<file path="src/rtl/bcd2bin_seq.sv">
// rtl/bcd2bin_seq.sv - sequential 2-digit BCD to 6-bit binary converter
//
// Purpose: converts packed BCD {tens[2:0], ones[3:0]} to binary with reverse
//   double-dabble, one iteration per clock, six iterations per conversion.
// Ports:
//   clk     - system clock, rising edge
//   rst     - synchronous reset, active-high
//   start   - conversion request, sampled in IDLE or DONE only
//   bcd_in  - packed BCD input, captured when start is accepted
//   busy    - high while iterating (SHIFT)
//   done    - one-cycle pulse, bin_out/err valid from this cycle
//   bin_out - binary result, held until the next conversion completes
//   err     - range error flag, held with bin_out
// Optional feature macro: BCD_RANGE_CHECK_EN (input range checking on err).

module bcd2bin_seq (
  input  logic       clk,
  input  logic       rst,
  input  logic       start,
  input  logic [6:0] bcd_in,
  output logic       busy,
  output logic       done,
  output logic [5:0] bin_out,
  output logic       err
);

  typedef enum logic [1:0] {
    S_IDLE  = 2'd0,
    S_SHIFT = 2'd1,
    S_DONE  = 2'd2
  } state_t;

  state_t      state_q, state_d;
  logic [2:0]  cnt_q, cnt_d;
  logic [12:0] work_q, work_d;
  logic [12:0] work_sh;
  logic [5:0]  bin_q, bin_d;

`ifdef BCD_RANGE_CHECK_EN
  logic err_q, err_d;
  logic inv_q, inv_d;
  logic inv_in;

  // tens is 3 bits, so 7 is the only tens value above 6 it can carry.
  assign inv_in = (bcd_in[3:0] > 4'd9) || (bcd_in[6:4] == 3'd7) ||
                  ((bcd_in[6:4] == 3'd6) && (bcd_in[3:0] > 4'd3));
`endif

  // One reverse double-dabble step. The tens LSB shifted into the ones MSB
  // carries weight 5 but lands as 8, hence the subtract-3 correction.
  always_comb begin
    work_sh = work_q >> 1;
    if (work_sh[9:6] >= 4'd8) begin
      work_sh[9:6] = work_sh[9:6] - 4'd3;
    end
  end

  always_comb begin
    state_d = state_q;
    cnt_d   = cnt_q;
    work_d  = work_q;
    bin_d   = bin_q;
`ifdef BCD_RANGE_CHECK_EN
    err_d   = err_q;
    inv_d   = inv_q;
`endif
    case (state_q)
      S_IDLE, S_DONE: begin
        if (start) begin
          work_d  = {bcd_in[6:4], bcd_in[3:0], 6'b0};
          cnt_d   = 3'd0;
          state_d = S_SHIFT;
`ifdef BCD_RANGE_CHECK_EN
          inv_d   = inv_in;
`endif
        end else if (state_q == S_DONE) begin
          state_d = S_IDLE;
        end
      end
      S_SHIFT: begin
        work_d = work_sh;
        cnt_d  = cnt_q + 3'd1;
        if (cnt_q == 3'd5) begin
          state_d = S_DONE;
`ifdef BCD_RANGE_CHECK_EN
          bin_d   = inv_q ? 6'd0 : work_sh[5:0];
          err_d   = inv_q;
`else
          bin_d   = work_sh[5:0];
`endif
        end
      end
      default: state_d = S_IDLE;
    endcase
  end

  always_ff @(posedge clk) begin
    if (rst) begin
      state_q <= S_IDLE;
      cnt_q   <= 3'd0;
      work_q  <= 13'd0;
      bin_q   <= 6'd0;
`ifdef BCD_RANGE_CHECK_EN
      err_q   <= 1'b0;
      inv_q   <= 1'b0;
`endif
    end else begin
      state_q <= state_d;
      cnt_q   <= cnt_d;
      work_q  <= work_d;
      bin_q   <= bin_d;
`ifdef BCD_RANGE_CHECK_EN
      err_q   <= err_d;
      inv_q   <= inv_d;
`endif
    end
  end

  assign busy    = (state_q == S_SHIFT);
  assign done    = (state_q == S_DONE);
  assign bin_out = bin_q;
`ifdef BCD_RANGE_CHECK_EN
  assign err     = err_q;
`else
  assign err     = 1'b0;
`endif

endmodule

</file>
<file path="config.mk">
export PLATFORM = sky130hd
export DESIGN_NAME = bcd2bin_seq
export DESIGN_NICKNAME = d
export VERILOG_FILES = /design/src/rtl/bcd2bin_seq.sv
export SDC_FILE = /design/constraint.sdc
export NUM_CORES = 1
export LEC_CHECK = 0
export ABC_AREA = 1
export CAP_MARGIN = 20
export CORE_ASPECT_RATIO = 0.5
export CORE_MARGIN = 2
export CORE_UTILIZATION = 35
export CTS_CLUSTER_DIAMETER = 30
export DETAILED_ROUTE_END_ITERATION = 8
export DONT_BUFFER_PORTS = 1
export GPL_ROUTABILITY_DRIVEN = 0
export HOLD_SLACK_MARGIN = 0.08
export PLACE_DENSITY = 0.54
export SLEW_MARGIN = 20
export SYNTH_ARGS = -nofsm -noshare
export SYNTH_HDL_FRONTEND = slang
export SYNTH_SLANG_ARGS = --single-unit
</file>
<file path="constraint.sdc">
create_clock -name clk -period 0.9 [get_ports clk]
set_input_delay 0.225 -clock clk [delete_from_list [all_inputs] [get_ports clk]]
set_output_delay 0.225 -clock clk [all_outputs]
set_load 0.005 [all_outputs]
</file>
==> results by group <==
Layout
  • Nets: approximately 170
  • Fin area: between 1000 and 1500 sq um
  • Layout cells sized above 1: about a third
  • Reg area: approximately 470 sq um
  • Filler cell count: 270
  • Area delta synth->final: 31.51%
  • # diodes: 0
  • Multi-input logic area: approximately 540 sq um

Global route
  • Routing usage on met2: 22.48%
  • Largest net degree at the start of global routing: 14
  • Met1 Use GR: a little over a fifth
  • Initial antenna violation count: 0
  • Gr usage total: between 10% and 20%
  • First-pass GRT wire length: around 4000 microns
  • Met3 usage: 6.250%
  • GR peak layer: met2
  • Vias in the first global route: 860
  • GR Overflow Total: 0

Clocking
  • Longest Clk Path Bufs: 2
  • CTS tree: built
  • H-tree levels: 1
  • Worst-Skew Late Latency: between 0.2 and 0.3 ns
  • CTS Sinks: 23
  • Clock Tree Root: clkbuf_8
  • Reg clk slew, reported paths: 0.08 ns
  • CTS Buf Count: 3

Route
  • ANT nets after route: 0
  • DR vias: 877
  • Post-route DRC: 0
  • Via density: 4.544
  • Routed WL: around 2300 microns
  • DRT Pass-1 Iters: 4
  • Wire per inst: about 12 microns
  • Initial drt markers: 65

Synth
  • Main combinational cell family by area after synthesis: simple AND/OR/NAND/NOR gates
  • Avg Inst Size Synth: 7.535 sq um
  • Post-synthesis mux area share: 0%
  • Post-synthesis xor/xnor area fraction: 0%
  • Post-Syn Instances: between 100 and 150
  • Post-synthesis compound-gate area fraction: between 10% and 20%
  • Top_reg_cell synth: dfxtp_1
  • Netlist cell types: 23
  • Sequential cell area fraction in the yosys report: 44.61%
  • Synth warnings: 0
  • EDFF count, synth: 0
  • Mapped Nets: roughly 150
  • #FFs+latches synth: 23
  • Synth async-reset ratio: 0%
  • Adder-Cell Fraction of Synth Area: just under 5%
  • Mapped Area: ~1000 sq um
  • Simple-gate portion of the synthesized area: between 20 and 30%

Floorplanning
  • Initial Util: 38.23%
  • Core Region: approximately 2700 sq um
  • Die area: around 3400 sq um
  • Die height: around 42 microns
  • Die W: just over 80 microns
  • Row cnt: 13
  • Boundary pin count: 19

Timing
  • Fin crit period: ~1.1 ns
  • Fmax: 900.4 MHz
  • Fin. max-slew vios: 0
  • # setup viols final: 25
  • Final Hold Vio Count: 0
  • Unrepaired setup endpoints after global routing: yes
  • Fin crit share: 123.4%
  • Clock skew: around 0.00052 ns
  • Final WS setup: -0.2106 ns

Worst setup path
  • Worst r2r src: state_q[0]
  • Crit Path Max Fanout: 4
  • Crit path capture type: output port
  • Arr. time, crit path: ~0.9 ns
  • Slowest cell on crit path: dfxtp_4
  • CP Class: reg -> out
  • CP peak stage delay: 0.38 ns
  • Required time worst endpoint: roughly 0.67 ns
  • Internal reg-to-reg setup slack: -0.18 ns
  • RR Endpoint: work_q[6]
  • Reg2Reg Depth: 8
  • CP startpoint kind: flop
  • Setup crit start: state_q[0]
  • CP cell instances: nand2_8, inv_8, buf_12

Run status
  • Violated checks: negative setup slack
  • Outcome: finished with violations

Run
  • Max Cap Viol: 0

Worst hold path
  • Min-delay src: bcd_in[4]
  • Worst hold path stage count: 2
  • Min-Delay Endpoint: work_q[10]
  • HP Class: in -> reg

Power and ir drop
  • PwrDens: around 1600 nW/um^2
  • Leak: 0.0005884 uW
  • VDD IR max: ~0.00069 V
  • Total Power: 2140 uW

Placement
  • Buffers on Ports: 0
  • Area post-placement: 1192 sq um
  • Hpwl dp: 1629 microns
[report_power, final]
| group | internal, uW | total [uW] | switching, uW |
|---|---|---|---|
| combinational | 186 | 391 | 205 |
| clock | 309 | 644 | 335 |
| sequential | 1060 | 1100 | 42.3 |
[how the worst max path moves through the flow]
| stage | cells after the start | endpoint |
|---|---|---|
| floorplan | 4 | work_q[7] |
| global placement | 8 | work_q[6] |
| detailed placement | 8 | work_q[6] |
| CTS | 3 | busy |
| global route | 5 | work_q[7] |
| finish | 3 | busy |
[state kept, by name, indices dropped and copies added (netlist names)]
name,flops
work_q,12
bin_out,6
state_q,2
cnt_q,3
[final cells by class]
type                       instances  area share, %
timing repair buffer              19          12.44
clock buffer                       3          3.041
inverter                          17          6.544
tap                               37          3.410
sequential                        23          34.65
clock inverter                     1         0.3687
multi-input combinational         93          39.54
[cells in the final DEF (no fill, tap or decap), types with 4 or more instances in the layout]
master,n
a21oi_1,12
inv_2,4
nand3_1,8
inv_1,9
nor2_1,6
nand2_1,37
dfxtp_1,17
dfxtp_2,5
buf_4,15
[Yosys cell counts (2+ instances only)]
cell | count | area share (%)
nand2_1 | 39 | 14
dfxtp_1 | 23 | 45
inv_1 | 13 | 4.7
a21oi_1 | 12 | 5.8
nand3_1 | 9 | 4.4
nor2_1 | 9 | 3.3
o21ai_0 | 6 | 2.9
ha_1 | 4 | 4.8
nand2_4 | 3 | 3.3
o211ai_1 | 3 | 2.2
inv_2 | 2 | 0.73
nor3_1 | 2 | 0.97
or2_1 | 2 | 1.2
[through the flow]
stage               TNS [ns]  std cells  setup WS, ns  util, %  hold WS (ns)
floorplan            -0.1762        137      -0.04239        -        0.3561
global placement      -1.767        182       -0.1562    44.16        0.2828
detailed placement    -1.812        182       -0.1460    44.16        0.2825
CTS                   -3.346        193       -0.2173    50.28       0.08342
global route          -4.932        193       -0.2594    50.28       0.09499
finish                -3.244        193       -0.2106    50.28       0.07281
[layer usage]
layer	part of all wire (%)	routed length (microns)
met2	45	1044
met5	0	0
met3	6.3	148
met1	49	1146
met4	0	0
[cells by family (layout without fill, tap and decap cells)]
| group | after synthesis | count (layout) |
|---|---|---|
| buf+inv | 21 | 40 |
| other cells | 1 | 1 |
| simple gates | 65 | 65 |
| flops | 23 | 23 |
| fa+ha+maj | 4 | 4 |
| compound gates | 23 | 23 |
[critical path: cells and delay by family, from the launching register on]
family | cells | cell delay, ns
simple gates | 1 | 0.09
buf+inv | 2 | 0.15
flops | 1 | 0.38
[what timing repair did]
action / 4_1_cts / 5_1_grt
buffers inserted: 6 / 0
hold buffers: 1 / 0
endpoints found under the setup margin: 25 / 26
hold endpoints to repair: 9 / 0
gates resized for setup: 18 / 0
pin swaps: 5 / 1
Note: power is estimated with default switching activity, not from simulation.
